[src/rtl/if_stage_fetch_unit.sv]
// Instruction-fetch stage: owns the fetch PC and keeps at most one request to instruction memory
// in flight. It hands {instr, pc} to IF/ID and honours ID stall and EX redirect.
module if_stage_fetch_unit #(
  parameter logic [31:0] RESET_PC = 32'h0000_0000,
  parameter int          CNT_W    = 32
) (
  input  logic             clk_i,
  input  logic             rst_i,
  output logic             imem_req_o,
  output logic [31:0]      imem_addr_o,
  input  logic             imem_rvalid_i,
  input  logic [31:0]      imem_rdata_i,
  input  logic             stall_i,
  input  logic             redirect_i,
  input  logic [31:0]      redirect_pc_i,
  output logic [31:0]      instrF_o,
  output logic [31:0]      pcF_o,
  output logic             validF_o,
  output logic [CNT_W-1:0] fetch_cnt_o
);

  typedef enum logic [1:0] {S_REQ, S_WAIT, S_HOLD, S_DRAIN} state_t;

  state_t      state_q, state_d;
  logic [31:0] pc_q;
  logic [31:0] pc_seq;
  logic        xfer;

  assign pc_seq = pcF_o + 32'd4;

  always_comb begin
    state_d     = state_q;
    imem_req_o  = 1'b0;
    imem_addr_o = 32'h0;
    xfer        = 1'b0;
    if (!rst_i) begin
      state_d = S_REQ;
    end else if (redirect_i) begin
      // A response still in flight must be swallowed before the next request may go out
      state_d = ((state_q == S_WAIT || state_q == S_DRAIN) && !imem_rvalid_i) ? S_DRAIN : S_REQ;
    end else begin
      case (state_q)
        S_REQ: begin
          imem_req_o  = 1'b1;
          imem_addr_o = pc_q;
          state_d     = S_WAIT;
        end
        S_WAIT:  if (imem_rvalid_i) state_d = S_HOLD;
        S_HOLD: begin
          if (!stall_i) begin
            xfer        = 1'b1;
            imem_req_o  = 1'b1;
            imem_addr_o = pc_seq;
            state_d     = S_WAIT;
          end
        end
        S_DRAIN: if (imem_rvalid_i) state_d = S_REQ;
        default: state_d = S_REQ;
      endcase
    end
  end

  always_ff @(posedge clk_i) begin
    if (!rst_i) begin
      state_q     <= S_REQ;
      pc_q        <= RESET_PC;
      instrF_o    <= 32'h0;
      pcF_o       <= 32'h0;
      validF_o    <= 1'b0;
      fetch_cnt_o <= '0;
    end else begin
      state_q <= state_d;
      if (redirect_i) begin
        validF_o <= 1'b0;
        pc_q     <= redirect_pc_i & ~32'h3;
      end else if (state_q == S_WAIT && imem_rvalid_i) begin
        instrF_o <= imem_rdata_i;
        pcF_o    <= pc_q;
        validF_o <= 1'b1;
      end else if (xfer) begin
        pc_q        <= pc_seq;
        fetch_cnt_o <= fetch_cnt_o + CNT_W'(1);
        validF_o    <= 1'b0;
      end
    end
  end

endmodule
[config.mk]
export PLATFORM = sky130hd
export DESIGN_NAME = if_stage_fetch_unit
export DESIGN_NICKNAME = d
export VERILOG_FILES = /design/src/rtl/if_stage_fetch_unit.sv
export SDC_FILE = /design/constraint.sdc
export NUM_CORES = 1
export LEC_CHECK = 0
export BUFFER_PORTS_ARGS = -buffer_cell sky130_fd_sc_hd__buf_2
export CAP_MARGIN = 5
export CORE_UTILIZATION = 46
export CTS_CLUSTER_DIAMETER = 120
export DETAILED_ROUTE_END_ITERATION = 16
export GPL_TIMING_DRIVEN = 1
export PLACE_DENSITY = 0.77
export SLEW_MARGIN = 20
export SYNTH_ARGS = -nofsm -noshare
export SYNTH_HDL_FRONTEND = slang
export SYNTH_SLANG_ARGS = --single-unit
[constraint.sdc]
create_clock -name clk_i -period 2 [get_ports clk_i]
set_clock_uncertainty 0.05 [all_clocks]
set_input_delay 0.4 -clock clk_i [delete_from_list [all_inputs] [get_ports clk_i]]
set_output_delay 0.4 -clock clk_i [all_outputs]
set_load 0.02 [all_outputs]
==> impl_metrics.json <==
{
  "crit_required_ns": 1.55,
  "max_freq_ghz": 0.388,
  "dpl_cell_area_um2": 8250,
  "end_kind": "output port",
  "tritoncts": "done",
  "hold_class": "primary input to flop",
  "final_common_cell": "nand2_1",
  "cts_root_buf": "clkbuf_16",
  "drive_above_1_share_pct": 47.9,
  "clockBufferDepth": 2,
  "post_drt_wl_per_cell_um": 18.8,
  "clk_pin_slew_ns": 0.06,
  "core-area_um2": 12800,
  "regArea_um2": 2670,
  "grt_pass1_wl_mm": 36.4,
  "drt-total-wl_mm": 24.9,
  "p_leak_uw": 0.00457,
  "antenna_found_initial": 4,
  "syn_area_um2": 6120,
  "floorplan.rows": 41,
  "worstPathArrival_ns": 2.13,
  "clock_sinks": 131,
  "finalHoldViolations": 0,
  "numCtsBuffers": 17,
  "routed_via_density": 5.86,
  "ys_ff_latch": 131,
  "grt_max_degree": 73,
  "ir_drop_v": 0.000498,
  "synth_top_flop_cell": "dfxtp_1",
  "ioPinCount": 199,
  "tightest_slew_ns": 0.346,
  "synth-edff-count": 0,
  "final_max_slew_viol_count": 0,
  "start_util_pct": 47.9,
  "finalSetupViolCount": 35,
  "die_h_um": 117,
  "syn_to_final_growth_pct": 72.5,
  "fin_setup_tns_ns": -12.12,
  "cp-start-kind": "flop",
  "n_fill_cell": 707,
  "period_needed_ns": 2.58,
  "htreeDepth": 4,
  "dpl.hpwl_mm": 13.1,
  "placed_cells": 1232,
  "synth.distinct_cells": 48,
  "avgSynthCellArea_um2": 7.65,
  "setup_slack_ns": -0.578,
  "fin_util_pct": 82.7,
  "layout.nets": 1208,
  "synth-async-reset-ratio_pct": 0,
  "synth_nets": 871,
  "yosysWarningCount": 0,
  "finalCritPeriodShare_pct": 129,
  "hold-worst-slack_ns": 0.158,
  "rsz0062_at_grt": "yes",
  "worstSkewPairLatency_ns": 0.43,
  "synth.yosys.seq_area_share_pct": 42.8,
  "drtIter0Drc": 703,
  "fp.dieW_um": 117,
  "fin_area_um2": 10600,
  "finalWeightedCongestion": 0.839,
  "dieArea_um2": 13800,
  "violations": "negative setup slack",
  "multi_input_area_um2": 4260,
  "grt_overflow_total": 0,
  "vias": 7766,
  "drc": 0,
  "crit_fanout": 4,
  "max-slew-margin-rel_pct": 76.9,
  "grt_usage_pct": 32.9,
  "max_cap_violations": 0,
  "antenna_left": 0,
  "io_buffer_count": 196,
  "syn_inst": 800,
  "status": "finished, violations left",
  "final_cells": 1325,
  "grt_pass1_vias": 7350,
  "final_cell_mix": "nand2_1, buf_2, buf_4, dfxtp_1, a21oi_1",
  "hold_buffers": 0,
  "drtPass1Iterations": 5,
  "p_per_area_nw_per_um2": 656,
  "critical_path_class": "flop to output port"
}
==> per-stage QoR <==
stage | power (µW) | setup WS, ns
2_1_floorplan | 3020 | -0.0203
3_3_place_gp | 3240 | -0.131
3_5_place_dp | 3250 | -0.149
4_1_cts | 6870 | -0.457
5_1_grt | 7110 | -0.637
6_report | 6930 | -0.578
==> where the power goes <==
group	total [µW]	switching [µW]	internal, µW
logic	588	340	248
clock network	3630	1160	2470
registers	2710	49.6	2660
==> sequential cells by signal (all words and copies together) (netlist names) <==
name and flops:
state_q 2, fetch_cnt_o 32, pcF_o 32, validF_o 1, instrF_o 32, pc_q 32
==> path summary, 6_finish.rpt <==
| check | start | endpoint | slack [ns] | cells past startpoint |
|---|---|---|---|---|
| worst min register to register | instrF_o[9] | instrF_o[9] | 0.40 | 2 |
| worst max-delay path | pcF_o[2] | imem_addr_o[26] | -0.58 | 8 |
| worst min-delay path | imem_rdata_i[16] | instrF_o[16] | 0.16 | 3 |
| worst max register to register | pcF_o[2] | pc_q[7] | -0.01 | 10 |
==> logic make-up (layout without fill, tap and decap cells) <==
group	Yosys count	in the layout	share of synthesized area (%)
AO/OA/AOI/OAI	176	176	16.6
XOR/XNOR	44	44	6.29
adder cells (fa/ha/maj)	2	2	0.409
buffers and inverters	58	408	3.72
flip-flops	131	131	42.8
multiplexers	4	4	0.654
other	0	3	0
AND/OR/NAND/NOR	385	385	29.5
==> cells in the mapped netlist (16+ instances only) <==
library cell,instances,share of area (%)
nand3_1,36,2.9
nand2_1,198,12
a21oi_1,84,6.9
xor2_1,16,2.3
o21ai_0,35,2.9
clkbuf_1,46,2.8
dfxtp_1,131,43
nor2_1,51,3.1
xnor2_1,28,4.0
==> critical path, stage by stage (launching register included) <==
cell	delay (ns)
dfxtp_4	0.37
ha_4	0.15
nand3_4	0.12
nor4_4	0.17
buf_4	0.17
nand4_1	0.19
xor2_2	0.24
o21ai_2	0.15
buf_6	0.14
==> final cells by class <==
cell class	instances	share of cell area [%]
tap	172	2.04
timing repair buffer	367	25.5
antenna	3	0.0711
multi-input combinational	611	40.3
sequential	131	25.3
clock buffer	23	4.62
clock inverter	9	1.87
inverter	9	0.332
==> repair_timing <==
item | CTS | global route
cloned | 2 | 0
buffers inserted | 35 | 37
setup endpoints to repair | 33 | 53
gates resized for setup | 184 | 78
hold endpoints to repair | 0 | 0
pin swaps | 53 | 60
==> metal layers <==
layer / global-route usage [%] / part of all wire [%] / vias to the layer above
li1: - / - / 3458
met1: 39.3 / 37 / 3710
met2: 53.0 / 49 / 491
met3: 8.22 / 9.2 / 107
met4: 19.9 / 4.9 / 0
met5: 0 / 0 / -
Note: power is estimated with default switching activity, not from simulation.
